[config.mk]
export PLATFORM = sky130hd
export DESIGN_NAME = rmii_tx_framer
export DESIGN_NICKNAME = d
export VERILOG_FILES = /design/src/rtl/eth_pkg.sv /design/src/rtl/crc32_dibit_acc.sv /design/src/rtl/rmii_tx_framer.sv
export SDC_FILE = /design/constraint.sdc
export NUM_CORES = 1
export LEC_CHECK = 0
export BUFFER_PORTS_ARGS = -buffer_cell sky130_fd_sc_hd__buf_2
export CORE_UTILIZATION = 48
export DETAILED_ROUTE_END_ITERATION = 8
export GPL_TIMING_DRIVEN = 0
export PLACE_DENSITY = 0.75
export SLEW_MARGIN = 40
export SYNTH_ARGS = -nofsm -noshare
export SYNTH_HDL_FRONTEND = slang
export SYNTH_SLANG_ARGS = --single-unit
export TNS_END_PERCENT = 20
[constraint.sdc]
create_clock -name clk -period 3.77 [get_ports clk]
set_clock_uncertainty 0.15 [all_clocks]
set_input_delay 0.9425 -clock clk [delete_from_list [all_inputs] [get_ports clk]]
set_output_delay 0.9425 -clock clk [all_outputs]
set_load 0.005 [all_outputs]
[src/rtl/eth_pkg.sv]
// Shared Ethernet TX definitions: framer states, framing bytes, CRC-32.
// crc32_dibit() advances the reflected CRC by one RMII dibit, bit 0 first.
package eth_pkg;

    typedef enum logic [2:0] {
        IDLE,
        PREAMBLE,
        SFD,
        DATA,
        PAD,
        FCS,
        IFG
    } tx_state_t;

    localparam logic [7:0]  PREAMBLE_BYTE = 8'h55;
    localparam logic [7:0]  SFD_BYTE      = 8'hD5;
    localparam logic [31:0] CRC_POLY      = 32'hEDB88320;
    localparam logic [31:0] CRC_INIT      = 32'hFFFFFFFF;

    function automatic logic [31:0] crc32_dibit(
        input logic [31:0] crc,
        input logic [1:0]  dibit
    );
        logic [31:0] c;
        c = crc;
        for (int i = 0; i < 2; i++) begin
            if (c[0] ^ dibit[i])
                c = (c >> 1) ^ CRC_POLY;
            else
                c = c >> 1;
        end
        return c;
    endfunction

endpackage

[src/rtl/crc32_dibit_acc.sv]
// Registered CRC-32 accumulator fed one dibit per clock.
// init has priority over en; reset leaves the register at CRC_INIT.
import eth_pkg::*;

module crc32_dibit_acc (
    input  logic        clk,
    input  logic        rst,
    input  logic        init,
    input  logic        en,
    input  logic [1:0]  dibit,
    output logic [31:0] crc_out
);

    always_ff @(posedge clk or negedge rst) begin
        if (!rst)
            crc_out <= CRC_INIT;
        else if (init)
            crc_out <= CRC_INIT;
        else if (en)
            crc_out <= crc32_dibit(crc_out, dibit);
    end

endmodule

[src/rtl/rmii_tx_framer.sv]
// RMII transmit framer: preamble/SFD, payload, zero pad, CRC-32 FCS, IFG.
// Drives LSB-first dibits on eth_refclk; aborts the frame on source underrun.
import eth_pkg::*;

module rmii_tx_framer #(
    parameter int PREAMBLE_BYTES  = 7,
    parameter int MIN_FRAME_BYTES = 60,
    parameter int APPEND_FCS      = 1,
    parameter int IFG_BYTES       = 12,
    parameter int CNT_W           = 16
) (
    input  logic             clk,
    input  logic             rst,
    input  logic             axiiv,
    input  logic [7:0]       axiid,
    input  logic             axiilast,
    output logic             axiir,
    output logic             axiov,
    output logic [1:0]       axiod,
    output logic             busy,
    output logic             frame_done,
    output logic             underrun,
    output logic [CNT_W-1:0] frame_count
);

    localparam logic [31:0] PRE_LAST = 32'(4 * PREAMBLE_BYTES - 1);
    localparam logic [31:0] MIN_LEN  = 32'(MIN_FRAME_BYTES);
    localparam logic [31:0] IFG_CYC  = 32'(4 * IFG_BYTES);

    tx_state_t   state;
    logic [1:0]  dib_idx;
    logic [10:0] byte_cnt;
    logic [10:0] bc_inc;
    logic        cur_last;
    logic [29:0] sh;
    logic [15:0] cnt;
    logic [31:0] crc;
    logic [31:0] crc_next;
    logic        crc_init;
    logic        crc_en;
    logic        pad_done;
    logic        last_dib;

    assign bc_inc   = (byte_cnt == 11'h7FF) ? byte_cnt : byte_cnt + 11'd1;
    assign pad_done = {21'b0, bc_inc} >= MIN_LEN;
    assign crc_init = (state == IDLE) && axiiv;
    assign crc_en   = (state == DATA) || (state == PAD);
    assign crc_next = crc32_dibit(crc, axiod);
    assign busy     = (state != IDLE);

    assign axiir = (dib_idx == 2'd3) &&
                   ((state == SFD) || (state == DATA && !cur_last));

    // final payload dibit is next when no FCS follows
    assign last_dib = (dib_idx == 2'd2) && pad_done &&
                      ((state == PAD) || (state == DATA && cur_last));

    crc32_dibit_acc u_crc (
        .clk    (clk),
        .rst    (rst),
        .init   (crc_init),
        .en     (crc_en),
        .dibit  (axiod),
        .crc_out(crc)
    );

    always_ff @(posedge clk or negedge rst) begin
        if (!rst) begin
            state       <= IDLE;
            dib_idx     <= 2'd0;
            byte_cnt    <= 11'd0;
            cur_last    <= 1'b0;
            sh          <= 30'd0;
            cnt         <= 16'd0;
            axiov       <= 1'b0;
            axiod       <= 2'b00;
            frame_done  <= 1'b0;
            underrun    <= 1'b0;
            frame_count <= '0;
        end else begin
            frame_done <= 1'b0;
            underrun   <= 1'b0;
            unique case (state)
                IDLE: begin
                    if (axiiv) begin
                        state    <= (PREAMBLE_BYTES > 0) ? PREAMBLE : SFD;
                        dib_idx  <= 2'd0;
                        cnt      <= 16'd0;
                        byte_cnt <= 11'd0;
                        axiov    <= 1'b1;
                        axiod    <= PREAMBLE_BYTE[1:0];
                    end
                end
                PREAMBLE: begin
                    if ({16'b0, cnt} >= PRE_LAST) begin
                        state   <= SFD;
                        dib_idx <= 2'd0;
                        axiod   <= SFD_BYTE[1:0];
                    end else begin
                        cnt <= cnt + 16'd1;
                    end
                end
                SFD, DATA, PAD: begin
                    if (dib_idx != 2'd3) begin
                        dib_idx <= dib_idx + 2'd1;
                        sh      <= sh >> 2;
                        if (state == SFD)
                            axiod <= SFD_BYTE[{dib_idx + 2'd1, 1'b0} +: 2];
                        else
                            axiod <= sh[1:0];
                        if (APPEND_FCS == 0 && last_dib) begin
                            frame_done  <= 1'b1;
                            frame_count <= frame_count + CNT_W'(1);
                        end
                    end else if (state == PAD ||
                                 (state == DATA && cur_last)) begin
                        byte_cnt <= bc_inc;
                        if (!pad_done) begin
                            state   <= PAD;
                            dib_idx <= 2'd0;
                            sh      <= 30'd0;
                            axiod   <= 2'b00;
                        end else if (APPEND_FCS != 0) begin
                            // crc still lacks the dibit on the wire now
                            state <= FCS;
                            cnt   <= 16'd0;
                            axiod <= ~crc_next[1:0];
                            sh    <= ~crc_next[31:2];
                        end else begin
                            state <= IFG;
                            cnt   <= 16'd0;
                            axiov <= 1'b0;
                            axiod <= 2'b00;
                        end
                    end else if (axiiv) begin
                        state    <= DATA;
                        dib_idx  <= 2'd0;
                        axiod    <= axiid[1:0];
                        sh       <= {24'd0, axiid[7:2]};
                        cur_last <= axiilast;
                        if (state == DATA)
                            byte_cnt <= bc_inc;
                    end else begin
                        state    <= IFG;
                        cnt      <= 16'd0;
                        axiov    <= 1'b0;
                        axiod    <= 2'b00;
                        underrun <= 1'b1;
                    end
                end
                FCS: begin
                    axiod <= sh[1:0];
                    sh    <= sh >> 2;
                    cnt   <= cnt + 16'd1;
                    if (cnt == 16'd14) begin
                        frame_done  <= 1'b1;
                        frame_count <= frame_count + CNT_W'(1);
                    end
                    if (cnt == 16'd15) begin
                        state <= IFG;
                        cnt   <= 16'd0;
                        axiov <= 1'b0;
                        axiod <= 2'b00;
                    end
                end
                IFG: begin
                    // the IDLE cycle that follows completes the gap
                    if ({16'b0, cnt} + 32'd2 >= IFG_CYC)
                        state <= IDLE;
                    else
                        cnt <= cnt + 16'd1;
                end
                default: state <= IDLE;
            endcase
        end
    end

endmodule

; ---- After elaboration in Yosys (flattened, before gate mapping)
; Cells that the tools add are included.
; W data, S select, Z words.
[totals]
reg_bits = 116
input_bits = 12
out_inout_bits = 23
word_cells = 148
[classes]
add_sub_neg = 5
magnitude_cmp = 3
n_eq_ne = 26
shift = 1
n_mux = 64
bitwise_logic = 10
reduce_logical = 27
[op_table]
columns = operator, n
row1 = $mux W32, 7
row2 = $mux W16, 8
row3 = $mux W30, 4
row4 = $pmux W16 S5, 1
row5 = $mux W11, 6
row6 = $pmux W30 S2, 1
row7 = $not A13 Y14, 3
row8 = $add A16 B1 Y16 const B, 2
row9 = $eq A16 B4 Y1 const B, 2
row10 = $not A30 Y30, 1
row11 = $mux W2, 13
row12 = $pmux W11 S2, 1
row13 = $mux W3, 7
row14 = $ne A2 B2 Y1 const B, 10
row15 = $add A16 B2 Y17 const B, 1
row16 = $ge A17 B6 Y1 const B, 1
row17 = $ge A16 B5 Y1 const B, 1
row18 = $pmux W3 S5, 1
row19 = $mux W1, 12
row20 = $ne A3 B3 Y1 const B, 4
row21 = $add A11 B1 Y11 const B, 1
row22 = $eq A11 B11 Y1 const B, 1
row23 = $ge A11 B6 Y1 const B, 1
row24 = $reduce_and A5 Y1, 2
row25 = 27 further kinds, 45

; ---- Logic depth before layout (Yosys ltp)
[logic_depth]
depth_word = 9
ltp_mapped = 11
ltp_nobuf = 9

; ---- By module
; Synthesis repeated with hierarchy kept, for this count alone.
[hier_totals]
hier_cells = 730
area_unflattened_um2 = 6993.0
[modules_own_cells]
columns = mod, instances, cells_each, area_per_inst_um2, seq_area_each_um2
row1 = rmii_tx_framer, 1, 600, 5327.6, 2102.0
row2 = crc32_dibit_acc, 1, 130, 1665.3, 840.8

; ---- Worst setup path after synthesis
; No wires, ideal clock.
[synth_timing]
path_kind = input to register
startpoint = input axiiv
endpoint = register cnt[11]
setup_ps = 73
arrival_time_ps = 2688
required_ps = 3547
setup_slack_ps = 859
cell_stages = 9
n_path_buf = 2
cell_sequence = clkbuf_1 -> nor2b_1 -> o21a_1 -> o21ai_0 -> o211a_2 -> nand2_1 -> buf_2 -> or4_4 -> a21oi_2
[synth_between]
elab_chain_len = 2
word_cells_on_any_way = 3
cone_classes = eq/ne (2) / reduce/logical (1)
[synth_rtl]
columns = element, line
row1 = from (decl), rmii_tx_framer.sv:14  ; input logic axiiv,
row2 = $ne A3 B3 Y1 (no line) / $ne A2 B2 Y1 (equally long branches), n/a
row3 = $reduce_and A7 Y1 (no line) (*), n/a
row4 = to (signal assigned), rmii_tx_framer.sv:100  ; cnt <= cnt + 16'd1;
row5 = to (signal assigned), rmii_tx_framer.sv:154  ; cnt <= cnt + 16'd1;
row6 = to (signal assigned), rmii_tx_framer.sv:171  ; cnt <= cnt + 16'd1;
row7 = to (decl), rmii_tx_framer.sv:36  ; logic [15:0] cnt;
; Every way passes the cells marked *; elsewhere a longest branch is shown, timed or not.
; A chain may end at the register's enable or synchronous reset.

; ---- Final worst setup path
[layout_timing]
startpoint = register byte_cnt[0]
endpoint = register sh[25]
[layout_between]
elab_chain_len = 7
word_cells_on_any_way = 8
cone_classes = add/sub (1) / order compare (1) / eq/ne (1) / mux (5)
[layout_rtl]
columns = element, line
row1 = from (decl), rmii_tx_framer.sv:32  ; logic [10:0] byte_cnt;
row2 = from (signal assigned), rmii_tx_framer.sv:117  ; byte_cnt <= bc_inc;
row3 = from (signal assigned), rmii_tx_framer.sv:142  ; byte_cnt <= bc_inc;
row4 = $add A11 B1 Y11 / $eq A11 B11 Y1 (equally long branches), rmii_tx_framer.sv:44  ; assign bc_inc = (byte_cnt == 11'h7FF) ? byte_cnt : byte_cnt + 11'd1;
row5 = $mux W11 (*), rmii_tx_framer.sv:44
row6 = $ge A11 B6 Y1 (*), rmii_tx_framer.sv:45  ; assign pad_done = {21'b0, bc_inc} >= MIN_LEN;
row7 = $mux W30 (*), rmii_tx_framer.sv:118  ; if (!pad_done) begin
row8 = $mux W30 (*), rmii_tx_framer.sv:115  ; end else if (state == PAD ||
row9 = $mux W30 (*), rmii_tx_framer.sv:104  ; if (dib_idx != 2'd3) begin
row10 = $pmux W30 S2 (*), rmii_tx_framer.sv:83  ; unique case (state)
row11 = to (signal assigned), rmii_tx_framer.sv:106  ; sh <= sh >> 2;
row12 = to (signal assigned), rmii_tx_framer.sv:128  ; sh <= ~crc_next[31:2];
row13 = to (signal assigned), rmii_tx_framer.sv:139  ; sh <= {24'd0, axiid[7:2]};
row14 = to (decl), rmii_tx_framer.sv:35  ; logic [29:0] sh;
; Marked as above.

==> impl_metrics.tcl <==
set metrics [dict create \
    layout.area.seq_mm2 0.00294 \
    cp_slowest_cell "a31oi_2" \
    place_ws_ns 0.461 \
    slew_viol_final 0 \
    drcViolationCount 0 \
    synth_edf_count 0 \
    finalSetupTns_ns 0 \
    synth_warnings 0 \
    dpl_cell_area_mm2 0.00664 \
    hpwlAfterDp_um 10700 \
    antenna_cells 0 \
    fin_util_pct 57.8 \
    fin_crit_ns 3.13 \
    path_class "flop to flop" \
    dieHeight_um 116 \
    grt_max_degree 72 \
    syn_inst 646 \
    irDropWorstVdd_uv 519 \
    fillers 1114 \
    synthDominantCellAreaShare_pct 33.8 \
    vias 5411 \
    syn_to_final_growth_pct 17.5 \
    crit_path_start_kind "flop" \
    yosysMostFrequentCell "nand2_1" \
    synthFlopType "dfrtp_1" \
    core_mm2 0.0126 \
    cp_max_fo 10 \
    setup_viol_count_final 0 \
    cts_sinks 116 \
    cp.required_ns 3.88 \
    finalPower_mw 5.99 \
    routedWlPerCell_um 18.4 \
    wl_um 16200 \
    antenna_found_initial 0 \
    cts_buffers 17 \
    pwr_density_cell_mw_per_mm2 821 \
    grt_pass1_vias 5408 \
    ys_top_cells_by_count "99 x nand2_1, 84 x dfrtp_1, 45 x nor2_1" \
    fin_ws_ns 0.643 \
    crit_chain "ha_1 -> and4_1 -> buf_2 -> and4_1 -> o21ai_2 -> a31oi_2 -> nor2_1 -> nand2_1 -> buf_2 -> o221ai_1" \
    clk_latency_ns 0.41 \
    die_w_um 116 \
    final_antenna_net_count 0 \
    crit_path_end_kind "flop" \
    critical-path-top-delay-family "simple AND/OR/NAND/NOR gates" \
    cts_tree "built" \
    ys_ff_latch 116 \
    holdCritPathClass "input pin to async pin" \
    postCtsSetupBuffers 0 \
    tightest_slew_ns 0.862 \
    start_util_pct 49.2 \
    io_buffers 33 \
    grt_pass1_wl_um 26700 \
    cp_num_buf_inv 2 \
    place_congestion 0.905 \
    drv_cap 0 \
    rsz0062_at_grt "no" \
    cpPeakStageDelay_ns 0.50 \
    root_buffer "clkbuf_16" \
    htreeDepth 4 \
    drive_gt1_share_pct 18.1 \
    cp.arrival_ns 3.24 \
    ctsResizeCount 0 \
    p_leak_nw 3.09 \
    fin_nets 718 \
    synth_area_leaders "dfrtp_1 34%, dfstp_2 14%, nand2_1 6.0%" \
    maxSlewHeadroom_pct 42.5 \
    syn-num-nets 665 \
    period_share_pct 82.9 \
    die_area_mm2 0.0134 \
    ys_types 66 \
    drt_iter0_drc 559 \
    dp.cells 852 \
    timing.fmax_mhz 320 \
    clock_path_buffers 2 \
    drt_pass1_iterations 5 \
    ys_async_sr_fraction_pct 100 \
    status "finished, final reports clean" \
    pin_count 35 \
    stdcell_count 884 \
    syn_area_per_cell_um2 9.62 \
    hold_viol_final 0 \
    synth_largest_area_cell "dfrtp_1" \
    cts.clk_slew.worst_paths_ns 0.06 \
    yosysSeqAreaShare_pct 47.4 \
    syn_area_mm2 0.00621 \
    placementRows 41 \
    multiInputGateArea_mm2 0.00302 \
    fin_hold_ws_ns 0.275 \
    fin_area_mm2 0.00730 \
    gr-total-overflow 0 \
    viasPerCell 6.12 \
    postCtsHoldBufs 0 \
    grtUsageTotal_pct 26.0 \
]
-- cells in the final DEF (no fill, tap or decap), drive strengths merged, types with 6 or more instances in the layout --
cell,count
a21oi,40
a221o,6
and3,8
buf,50
bufinv,6
clkbuf,48
dfrtp,84
dfstp,32
ha,7
inv,14
mux2i,7
nand2,99
nand3,25
nand4,8
nor2,45
nor2b,6
nor3,9
o21ai,30
o221ai,15
o22a,30
o31ai,16
or4,12
xnor2,20
xor2,20
-- flip-flops by register name, summed over array words and instances (netlist names), 2 cells and up --
| signal | cells |
|---|---|
| state | 3 |
| byte_cnt | 11 |
| frame_count | 16 |
| axiod | 2 |
| cnt | 16 |
| dib_idx | 2 |
| u_crc.crc_out | 32 |
| sh | 30 |
-- routing by layer --
layer	global-route usage [%]	part of all wire (%)	up-vias
met4	10.6	1.6	0
met3	6.59	5.5	24
met2	42.6	48	199
met1	32.8	45	2702
met5	0	0	-
li1	-	-	2486
-- final cells by class --
class                      instances  share of cell area, %
multi-input combinational        474                   41.4
tap                              172                   2.95
timing repair buffer              34                   2.78
sequential                       116                   40.3
inverter                          14                  0.720
clock inverter                    10                   2.81
clock buffer                      22                   6.22
buffer                            42                   2.79
-- path summary, 6_finish.rpt --
kind / startpoint / endpoint / slack (ns) / cells past startpoint
min: rst / cnt[11]$_DFFE_PN0P_ / 0.27 / 1
max: byte_cnt[0]$_DFFE_PN0P_ / sh[25]$_DFFE_PN0P_ / 0.64 / 10
max reg2reg: byte_cnt[0]$_DFFE_PN0P_ / sh[25]$_DFFE_PN0P_ / 0.64 / 10
max in group asynchronous: rst / u_crc.crc_out[28]$_DFFE_PN1P_ / 2.49 / 2
min in group clk: frame_count[15]$_DFFE_PN0P_ / frame_count[15]$_DFFE_PN0P_ / 0.31 / 1
min reg2reg: frame_count[15]$_DFFE_PN0P_ / frame_count[15]$_DFFE_PN0P_ / 0.31 / 1
-- cells by family (layout without fill, tap and decap cells) --
logic type	count (synthesis)	after routing	synth area share [%]
AO/OA/AOI/OAI	181	181	21.2
XOR/XNOR	40	40	6.00
adder cells (fa/ha/maj)	7	7	1.41
buffers and inverters	56	122	4.13
flip-flops	116	116	47.4
multiplexers	9	9	1.49
AND/OR/NAND/NOR	237	237	18.5
-- report_power, final --
group / switching [mW] / internal (mW)
registers: 0.210 / 1.61
logic: 1.58 / 0.775
clock network: 0.566 / 1.25
Power figures use the tool's default switching activity.
